--- src/rtl/instr_fetch_if.sv ---
// rtl/instr_fetch_if.sv - fetch-stage bus: PC loop, program port, instruction register
// master = fetch stage, slave = PC / programmer / downstream consumer.
interface instr_fetch_if #(
    parameter int ADDR_W = 4,
    parameter int DATA_W = 8
);
    logic              if_start;
    logic [ADDR_W-1:0] if_pc;
    logic              if_zero;
    logic              if_jmp_enb;
    logic [ADDR_W-1:0] if_jmp_target;
    logic              if_prog_we;
    logic [ADDR_W-1:0] if_prog_addr;
    logic [DATA_W-1:0] if_prog_data;
    logic [DATA_W-1:0] if_instr;
    logic [ADDR_W-1:0] if_instr_addr;
    logic              if_instr_valid;
    logic              if_halted;

    modport master (
        input  if_start, if_pc, if_zero, if_prog_we, if_prog_addr, if_prog_data,
        output if_jmp_enb, if_jmp_target, if_instr, if_instr_addr, if_instr_valid, if_halted
    );

    modport slave (
        output if_start, if_pc, if_zero, if_prog_we, if_prog_addr, if_prog_data,
        input  if_jmp_enb, if_jmp_target, if_instr, if_instr_addr, if_instr_valid, if_halted
    );
endinterface

--- src/rtl/instr_fetch.sv ---
// rtl/instr_fetch.sv - fetch stage with jump/branch-on-zero/halt decode and PC feedback
// Optional retired-instruction counter enabled by IFETCH_PERF_EN.
module instr_fetch #(
    parameter int         ADDR_W = 4,
    parameter int         DATA_W = 8,
    parameter logic [3:0] OP_JMP = 4'hA,
    parameter logic [3:0] OP_JZ  = 4'hB,
    parameter logic [3:0] OP_HLT = 4'hF
) (
    input  logic         if_clk,
    input  logic         if_rst,
    instr_fetch_if.master bus
`ifdef IFETCH_PERF_EN
    ,
    output logic [7:0]   if_retired_cnt
`endif
);
    typedef enum logic [1:0] {S_IDLE, S_RUN, S_HALTED} state_t;

    state_t            r_state;
    logic [DATA_W-1:0] r_mem [2**ADDR_W];
    logic [DATA_W-1:0] r_instr;
    logic [ADDR_W-1:0] r_instr_addr;
    logic [ADDR_W-1:0] r_halt_addr;
    logic              r_valid;
    logic              r_halted;

    logic [3:0]        w_opcode;
    logic [ADDR_W-1:0] w_operand;
    logic              w_run;
    logic              w_taken;
    logic              w_hlt_now;
    logic              w_jmp_enb;
    logic [ADDR_W-1:0] w_jmp_target;

    assign w_opcode  = r_instr[DATA_W-1 -: 4];
    assign w_operand = r_instr[ADDR_W-1:0];
    assign w_run     = (r_state == S_RUN);
    assign w_taken   = w_run & r_valid & ((w_opcode == OP_JMP) | ((w_opcode == OP_JZ) & bus.if_zero));
    assign w_hlt_now = w_run & r_valid & (w_opcode == OP_HLT);

    always_ff @(posedge if_clk) begin
        if (bus.if_prog_we) begin
            r_mem[bus.if_prog_addr] <= bus.if_prog_data;
        end
    end

    // PC load path: IDLE pins PC to 0, HALTED freezes it at the HLT address.
    always_comb begin
        w_jmp_enb    = 1'b0;
        w_jmp_target = '0;
        case (r_state)
            S_IDLE: begin
                w_jmp_enb    = 1'b1;
                w_jmp_target = '0;
            end
            S_RUN: begin
                if (w_hlt_now) begin
                    w_jmp_enb    = 1'b1;
                    w_jmp_target = r_instr_addr;
                end else if (w_taken) begin
                    w_jmp_enb    = 1'b1;
                    w_jmp_target = w_operand;
                end
            end
            S_HALTED: begin
                w_jmp_enb    = 1'b1;
                w_jmp_target = r_halt_addr;
            end
            default: begin
                w_jmp_enb    = 1'b1;
                w_jmp_target = '0;
            end
        endcase
    end

    always_ff @(posedge if_clk or posedge if_rst) begin
        if (if_rst) begin
            r_state      <= S_IDLE;
            r_instr      <= '0;
            r_instr_addr <= '0;
            r_halt_addr  <= '0;
            r_valid      <= 1'b0;
            r_halted     <= 1'b0;
        end else begin
            case (r_state)
                S_IDLE: begin
                    if (bus.if_start) begin
                        r_state <= S_RUN;
                    end
                end
                S_RUN: begin
                    r_instr      <= r_mem[bus.if_pc];
                    r_instr_addr <= bus.if_pc;
                    // Fall-through word behind a taken jump or a halt is squashed.
                    r_valid      <= ~w_taken & ~w_hlt_now;
                    if (w_hlt_now) begin
                        r_halt_addr <= r_instr_addr;
                        r_halted    <= 1'b1;
                        r_state     <= S_HALTED;
                    end
                end
                S_HALTED: begin
                    r_valid <= 1'b0;
                    if (bus.if_start) begin
                        r_halted <= 1'b0;
                        r_state  <= S_IDLE;
                    end
                end
                default: begin
                    r_state <= S_IDLE;
                end
            endcase
        end
    end

`ifdef IFETCH_PERF_EN
    logic [7:0] r_retired_cnt;

    always_ff @(posedge if_clk or posedge if_rst) begin
        if (if_rst) begin
            r_retired_cnt <= 8'd0;
        end else if ((r_state == S_IDLE) && bus.if_start) begin
            r_retired_cnt <= 8'd0;
        end else if (r_valid && (r_retired_cnt != 8'hFF)) begin
            r_retired_cnt <= r_retired_cnt + 8'd1;
        end
    end

    assign if_retired_cnt = r_retired_cnt;
`endif

    assign bus.if_jmp_enb     = w_jmp_enb;
    assign bus.if_jmp_target  = w_jmp_target;
    assign bus.if_instr       = r_instr;
    assign bus.if_instr_addr  = r_instr_addr;
    assign bus.if_instr_valid = r_valid;
    assign bus.if_halted      = r_halted;
endmodule

--- src/flat_wrapper.sv ---
// flat-port wrapper written by rule: the top's interface ports become plain ports
module instr_fetch_flat 
#(
    parameter int         ADDR_W = 4,
    parameter int         DATA_W = 8,
    parameter logic [3:0] OP_JMP = 4'hA,
    parameter logic [3:0] OP_JZ  = 4'hB,
    parameter logic [3:0] OP_HLT = 4'hF
)
  (if_clk, if_rst, bus_if_start, bus_if_pc, bus_if_zero, bus_if_prog_we, bus_if_prog_addr, bus_if_prog_data, bus_if_jmp_enb, bus_if_jmp_target, bus_if_instr, bus_if_instr_addr, bus_if_instr_valid, bus_if_halted);
  instr_fetch_if #(.ADDR_W(ADDR_W), .DATA_W(DATA_W)) bus_i ();
  input  logic if_clk;
  input  logic if_rst;
  input wire logic [$bits(bus_i.if_start)-1:0] bus_if_start;
  input wire logic [$bits(bus_i.if_pc)-1:0] bus_if_pc;
  input wire logic [$bits(bus_i.if_zero)-1:0] bus_if_zero;
  input wire logic [$bits(bus_i.if_prog_we)-1:0] bus_if_prog_we;
  input wire logic [$bits(bus_i.if_prog_addr)-1:0] bus_if_prog_addr;
  input wire logic [$bits(bus_i.if_prog_data)-1:0] bus_if_prog_data;
  output wire logic [$bits(bus_i.if_jmp_enb)-1:0] bus_if_jmp_enb;
  output wire logic [$bits(bus_i.if_jmp_target)-1:0] bus_if_jmp_target;
  output wire logic [$bits(bus_i.if_instr)-1:0] bus_if_instr;
  output wire logic [$bits(bus_i.if_instr_addr)-1:0] bus_if_instr_addr;
  output wire logic [$bits(bus_i.if_instr_valid)-1:0] bus_if_instr_valid;
  output wire logic [$bits(bus_i.if_halted)-1:0] bus_if_halted;
  assign bus_i.if_start = bus_if_start;
  assign bus_i.if_pc = bus_if_pc;
  assign bus_i.if_zero = bus_if_zero;
  assign bus_i.if_prog_we = bus_if_prog_we;
  assign bus_i.if_prog_addr = bus_if_prog_addr;
  assign bus_i.if_prog_data = bus_if_prog_data;
  assign bus_if_jmp_enb = bus_i.if_jmp_enb;
  assign bus_if_jmp_target = bus_i.if_jmp_target;
  assign bus_if_instr = bus_i.if_instr;
  assign bus_if_instr_addr = bus_i.if_instr_addr;
  assign bus_if_instr_valid = bus_i.if_instr_valid;
  assign bus_if_halted = bus_i.if_halted;
  instr_fetch #(.ADDR_W(ADDR_W), .DATA_W(DATA_W), .OP_JMP(OP_JMP), .OP_JZ(OP_JZ), .OP_HLT(OP_HLT)) u_core (.if_clk(if_clk), .if_rst(if_rst), .bus(bus_i));
endmodule
--- config.mk ---
export PLATFORM = sky130hd
export DESIGN_NAME = instr_fetch_flat
export DESIGN_NICKNAME = d
export VERILOG_FILES = /design/src/rtl/instr_fetch_if.sv /design/src/rtl/instr_fetch.sv /design/src/flat_wrapper.sv
export SDC_FILE = /design/constraint.sdc
export NUM_CORES = 1
export LEC_CHECK = 0
export CAP_MARGIN = 10
export CORE_UTILIZATION = 55
export CTS_BUF_LIST = sky130_fd_sc_hd__clkbuf_16
export CTS_CLUSTER_SIZE = 20
export DETAILED_ROUTE_END_ITERATION = 6
export MAX_ROUTING_LAYER = met4
export PLACE_DENSITY_LB_ADDON = 0.1
export REMOVE_ABC_BUFFERS = 1
export SETUP_SLACK_MARGIN = 0.4
export SYNTH_ARGS = -nofsm -noshare
export SYNTH_HDL_FRONTEND = slang
export SYNTH_SLANG_ARGS = --single-unit
--- constraint.sdc ---
create_clock -name if_clk -period 4.1 [get_ports if_clk]
set_clock_uncertainty 0.1 [all_clocks]
set_input_delay 0.41 -clock if_clk [delete_from_list [all_inputs] [get_ports if_clk]]
set_output_delay 0.41 -clock if_clk [all_outputs]
set_load 0.01 [all_outputs]
==> results of run 1 <==
-- placed cells by master (no fill, tap or decap), drive strengths merged, types with 9 or more instances in the layout --
cell,n
clkdlybuf4s50,38
edfxtp,128
buf,9
mux2i,16
mux4,24
clkbuf,17
mux2,14
nor2,20
dfrtp,20
-- critical path, stage by stage, from the launching register on --
cell             delay [ns]
dfrtp_1                0.39
inv_1                  0.13
ha_1                   0.16
buf_4                  0.25
nand4_1                0.19
nor2_1                 0.51
a222oi_1               0.19
nor2b_1                0.15
clkdlybuf4s50_1        0.54
-- logic make-up after synthesis --
logic type	count (synthesis)	synth area share, %
buffers and inverters	16	2.247
flip-flops	148	72.93
AO/OA/AOI/OAI	32	3.676
AND/OR/NAND/NOR	61	5.062
multiplexers	54	15.04
adder cells (fa/ha/maj)	5	1.050
-- metal layers --
metal  GRT usage, %  vias to the layer above
met2          36.41                      132
li1               -                     1401
met1          32.88                     1593
met5              -                        -
met3          6.009                       13
met4          7.440                        0
-- through the flow --
step	std cells	util, %	hold slack (ns)	power (mW)
after floorplan	304	-	0.2738	2.224
after global placement	487	61.96	0.3711	2.537
after detailed placement	487	61.96	0.3802	2.558
after CTS	519	67.87	0.3449	4.141
after global routing	519	67.92	0.3929	4.284
final	519	67.92	0.3211	4.121
-- power breakdown --
group / internal [mW] / leakage (nW) / switching (mW)
clock network: 1.01 / 0.304 / 0.583
registers: 1.76 / 1.39 / 0.0955
logic: 0.354 / 0.737 / 0.314
-- registers in the layout (all words and copies together), names as in the netlist --
register                   cells
u_core.r_mem                 128
u_core.bus.if_halted           1
u_core.r_state                 2
u_core.bus.if_instr_addr       4
u_core.bus.if_instr_valid      1
u_core.r_halt_addr             4
u_core.bus.if_instr            8
-- final timing paths --
kind                                           start                           to  slack (ns)  cells after the start
worst max register to register     u_core.r_state[1]            u_core.r_state[0]        1.74                      7
worst min register to register  u_core.bus.if_halted         u_core.bus.if_halted        0.40                      1
worst max-delay path               u_core.r_state[1]         bus_if_jmp_target[1]        0.67                      8
worst min-delay path                          if_rst    u_core.bus.if_instr_valid        0.32                      2
max in group asynchronous                     if_rst  u_core.bus.if_instr_addr[1]        3.11                      2
min in group if_clk             u_core.bus.if_halted         u_core.bus.if_halted        0.40                      1
-- final cells by class --
| class | count | area, um2 | share of cell area (%) |
|---|---|---|---|
| tap | 136 | 170.2 | 2.405 |
| sequential | 148 | 4344 | 61.41 |
| clock inverter | 15 | 190.2 | 2.688 |
| clock buffer | 17 | 425.4 | 6.013 |
| multi-input combinational | 152 | 1484 | 20.98 |
| inverter | 4 | 15.01 | 0.2122 |
| timing repair buffer | 47 | 445.4 | 6.296 |
==> impl_metrics.env, run 1 <==
export IMPL_dieArea_um2=11250
export IMPL_ant_nets=0
export IMPL_grt_antenna_before_repair=0
export IMPL_postCtsHoldBufs=0
export IMPL_synth_area_leaders="edfxtp_1 (65%), dfrtp_1 (8.4%), mux4_2 (5.7%)"
export IMPL_routedWlPerCell_um=22.87
export IMPL_grtUsageTotal_pct=24.11
export IMPL_wl_met3_um=761
export IMPL_setup_viol=0
export IMPL_top_layer="met4"
export IMPL_synth_edf_count=128
export IMPL_cts_setup_buffers=0
export IMPL_finalHoldViolCount=0
export IMPL_grt_pass1_wl_mm=18.15
export IMPL_synth_seq_area_share_pct=72.93
export IMPL_antenna_cells=0
export IMPL_io_pin_count=40
export IMPL_power_density_nw_per_um2=582.5
export IMPL_final_area_um2=7074
export IMPL_area_growth_pct=18.76
export IMPL_postLayoutSetupSlackWorst_ns=0.6652
export IMPL_vias=3139
export IMPL_drt_met1_wl_mm=5.318
export IMPL_required_ns=3.59
export IMPL_fill_cells=697
export IMPL_cp_arrival_ns=2.92
export IMPL_fin_crit_ns=3.435
export IMPL_final_net_count=396
export IMPL_synth_common_cells="edfxtp_1 (128), dfrtp_1 (20), nor2_1 (20), mux2i_1 (16), mux4_2 (15)"
export IMPL_cts_tree="done"
export IMPL_synth_seq_cells=148
export IMPL_cts_num_sinks=148
export IMPL_path_max_fanout=23
export IMPL_overflow=0
export IMPL_root_buffer="clkbuf_16"
export IMPL_gp_congestion=0.8436
export IMPL_ys_async_sr_fraction_pct=13.51
export IMPL_numCtsBuffers=17
export IMPL_crit_path_end_kind="output port"
export IMPL_portBuffers=39
export IMPL_htree_levels=4
export IMPL_worstSetupPathType="reg2out"
export IMPL_worst_pin_slew_ns=1.060
export IMPL_dpl_cell_area_um2=6454
export IMPL_dr_first_iter_drc_count=246
export IMPL_synthCells=316
export IMPL_pre_cts_ws_ns=1.149
export IMPL_yosysTopAreaCellShare_pct=64.52
export IMPL_finalMaxSlewViolations=0
export IMPL_rsz0062_at_grt="false"
export IMPL_status="finished, final reports clean"
export IMPL_std_cell_rows=37
export IMPL_slew_headroom_pct=29.05
export IMPL_clk_pin_slew_ns=0.06
export IMPL_drt_wl_total_mm=11.87
export IMPL_die_w_um=106.1
export IMPL_start_kind="flip-flop"
export IMPL_die_h_um=106.1
export IMPL_start_util_pct=57.19
export IMPL_wl_met2_mm=5.647
export IMPL_period_share_pct=83.78
export IMPL_post_synth_cell_area_avg_um2=18.85
export IMPL_yosys_warnings=0
export IMPL_grt_start_max_net_pins=26
export IMPL_ctsResizeCount=0
export IMPL_firstDrtPassIters=6
export IMPL_clock_latency_ns=0.42
export IMPL_p_leak_nw=2.427
export IMPL_dp_final_hpwl_mm=7.715
export IMPL_clock_fmax_mhz=291.1
export IMPL_viasPerCell=6.048
export IMPL_grt_pass1_vias=3052
export IMPL_ys_flop_type="edfxtp_1"
export IMPL_yosysTopAreaCell="edfxtp_1"
export IMPL_cts_path_max_buffers=2
export IMPL_synthDistinctLibCells=32
export IMPL_tns_ns=0
export IMPL_drc=0
export IMPL_synth_most_common_cell="edfxtp_1"
export IMPL_syn_area_um2=5957
export IMPL_irDropWorstVdd_uv=276.4
export IMPL_drv_cap=0
export IMPL_drive_gt1_share_pct=19.06
export IMPL_hp_class="in2async"
export IMPL_fp_coreArea_um2=10420
No activity file was read; power rests on OpenSTA's default activity.
==> run 2, diff against run 1 <==
- clock period: 4.1 -> 3.6 ns (I/O delays scaled with it)
==> run 2 against run 1 <==
Against the previous run:
- routed wire length increased by 10%
- sequential power is 15% higher
- core utilization rose by 1.1 points
- cell count rose by 2.3%
- worst hold slack got worse by 0.016 ns
- register-to-register slack got worse by 0.20 ns
- highest routed layer unchanged
==> impl_metrics.env, run 2 (synthesized netlist as in run 1, its figures left out) <==
export IMPL_rrSetupSlack_ns=1.54
export IMPL_reg2regPathDepth=6
export IMPL_fill_cells=680
export IMPL_drive_gt1_share_pct=21.52
export IMPL_cts_setup_buffers=0
export IMPL_vias=3281
export IMPL_cp_arrival_ns=2.52
export IMPL_dr_first_iter_drc_count=324
export IMPL_status="finished, final reports clean"
export IMPL_dpl_cell_count=499
export IMPL_portBuffers=39
export IMPL_use_met2_pct=39.45
export IMPL_start_kind="flip-flop"
export IMPL_largest_register="u_core.r_mem"
export IMPL_numCtsBuffers=17
export IMPL_postCtsHoldBufs=0
export IMPL_worst_pin_slew_ns=0.9433
export IMPL_ant_nets=0
export IMPL_path_max_fanout=9
export IMPL_final_common_cell="edfxtp_1"
export IMPL_seq_area_um2=4344
export IMPL_slew_headroom_pct=36.88
export IMPL_grt_antenna_before_repair=0
export IMPL_gp_congestion=0.8551
export IMPL_dp_final_hpwl_mm=8.353
export IMPL_cts_num_sinks=148
export IMPL_viasPerCell=6.179
export IMPL_worstSetupPathType="reg2out"
export IMPL_firstDrtPassIters=5
export IMPL_io_pin_count=40
export IMPL_final_cells=531
export IMPL_area_growth_pct=20.69
export IMPL_fp_coreArea_um2=10420
export IMPL_dieArea_um2=11250
export IMPL_clk_pin_slew_ns=0.06
export IMPL_routedWlPerCell_um=24.63
export IMPL_root_buffer="clkbuf_16"
export IMPL_htree_levels=4
export IMPL_cts_path_max_buffers=2
export IMPL_clock_fmax_mhz=335.4
export IMPL_finalHoldViolCount=0
export IMPL_grt_pass1_wl_mm=19.42
export IMPL_fin_crit_ns=2.981
export IMPL_drv_cap=0
export IMPL_overflow=0
export IMPL_irDropWorstVdd_uv=364.3
export IMPL_use_met1_pct=34.94
export IMPL_p_leak_nw=2.492
export IMPL_drc=0
export IMPL_period_share_pct=82.81
export IMPL_final_net_count=408
export IMPL_required_ns=3.14
export IMPL_grt_busiest_layer="met2"
export IMPL_grtUsageTotal_pct=26.23
export IMPL_drt_wl_total_mm=13.08
export IMPL_tns_ns=0
export IMPL_cts_tree="done"
export IMPL_finalMaxSlewViolations=0
export IMPL_multi_input_area_um2=1486
export IMPL_reg2reg_from="u_core.r_state[1]"
export IMPL_largest_reg_flops=128
export IMPL_rsz0062_at_grt="false"
export IMPL_die_w_um=106.1
export IMPL_met3_usage_pct=6.376
export IMPL_crit_path_end_kind="output port"
export IMPL_grt_pass1_vias=3331
export IMPL_power_density_nw_per_um2=665.8
export IMPL_start_util_pct=57.19
export IMPL_grt_start_max_net_pins=26
export IMPL_clock_latency_ns=0.43
export IMPL_r2r_end="u_core.r_state[0]"
export IMPL_setup_viol=0
export IMPL_layout_common_cells="edfxtp_1 (128), clkdlybuf4s50_1 (38), buf_4 (20), dfrtp_1 (20), nor2_1 (19)"
export IMPL_die_h_um=106.1
export IMPL_hp_class="in2async"
export IMPL_antenna_cells=0
export IMPL_std_cell_rows=37
run 2: changes by cell type in the layout (fill, tap and decap cells not counted), sizes merged:
cell,before,now
bufinv,4,5
clkinvlp,2,3
buf,9,21
clkinv,8,7
inv,5,4
run 2: cell type report:
type	instances	area share, %
sequential	148	60.42
clock buffer	17	5.917
timing repair buffer	59	7.449
tap	136	2.367
inverter	4	0.2088
multi-input combinational	152	20.68
clock inverter	15	2.959
run 2: worst max path at each step:
stage / from / to / cells after the start
5_1_grt: u_core.r_state[1] / bus_if_jmp_target[1] / 7
3_3_place_gp: bus_if_zero / bus_if_jmp_target[2] / 6
4_1_cts: u_core.r_state[1] / bus_if_jmp_target[1] / 7
6_report: u_core.r_state[1] / bus_if_jmp_target[1] / 7
3_5_place_dp: u_core.r_state[1] / bus_if_jmp_target[1] / 7
2_1_floorplan: u_core.r_state[1] / bus_if_jmp_target[2] / 6
run 2: power breakdown:
part / internal (mW) / switching [mW]
clock network: 1.22 / 0.663
registers: 2.01 / 0.120
logic: 0.407 / 0.369
total: 3.63 / 1.15
run 2: what timing repair did:
item                       CTS  global route
hold endpoints to repair     0             0
resized for setup            0             2
setup endpoints to repair    0             4
run 2: metrics by stage:
step | hold WS (ns) | utilization, % | setup slack, ns | total power [mW] | instance area (um2)
after floorplan | 0.2238 | - | 1.154 | 2.533 | 5838
after global placement | 0.3759 | 62.82 | 1.015 | 2.900 | 6544
after detailed placement | 0.3970 | 62.82 | 0.9623 | 2.931 | 6544
after CTS | 0.3319 | 68.95 | 0.4965 | 4.805 | 7182
after global routing | 0.3921 | 69.02 | 0.4322 | 4.948 | 7189
final | 0.3046 | 69.02 | 0.6187 | 4.787 | 7189
run 2: worst max-delay path, cell delays in order, from the launching register on:
cell and delay, ns:
dfrtp_1 0.39, inv_1 0.12, ha_1 0.18, nand4_1 0.17, nor2_2 0.37, a222oi_1 0.16, nor2b_1 0.15, clkdlybuf4s50_1 0.55
run 2: per-layer routing:
layer | part of all wire (%) | routed length [um]
met5 | 0 | 0
met4 | 2.1 | 278
met3 | 6.7 | 871
met2 | 49 | 6370
met1 | 42 | 5558
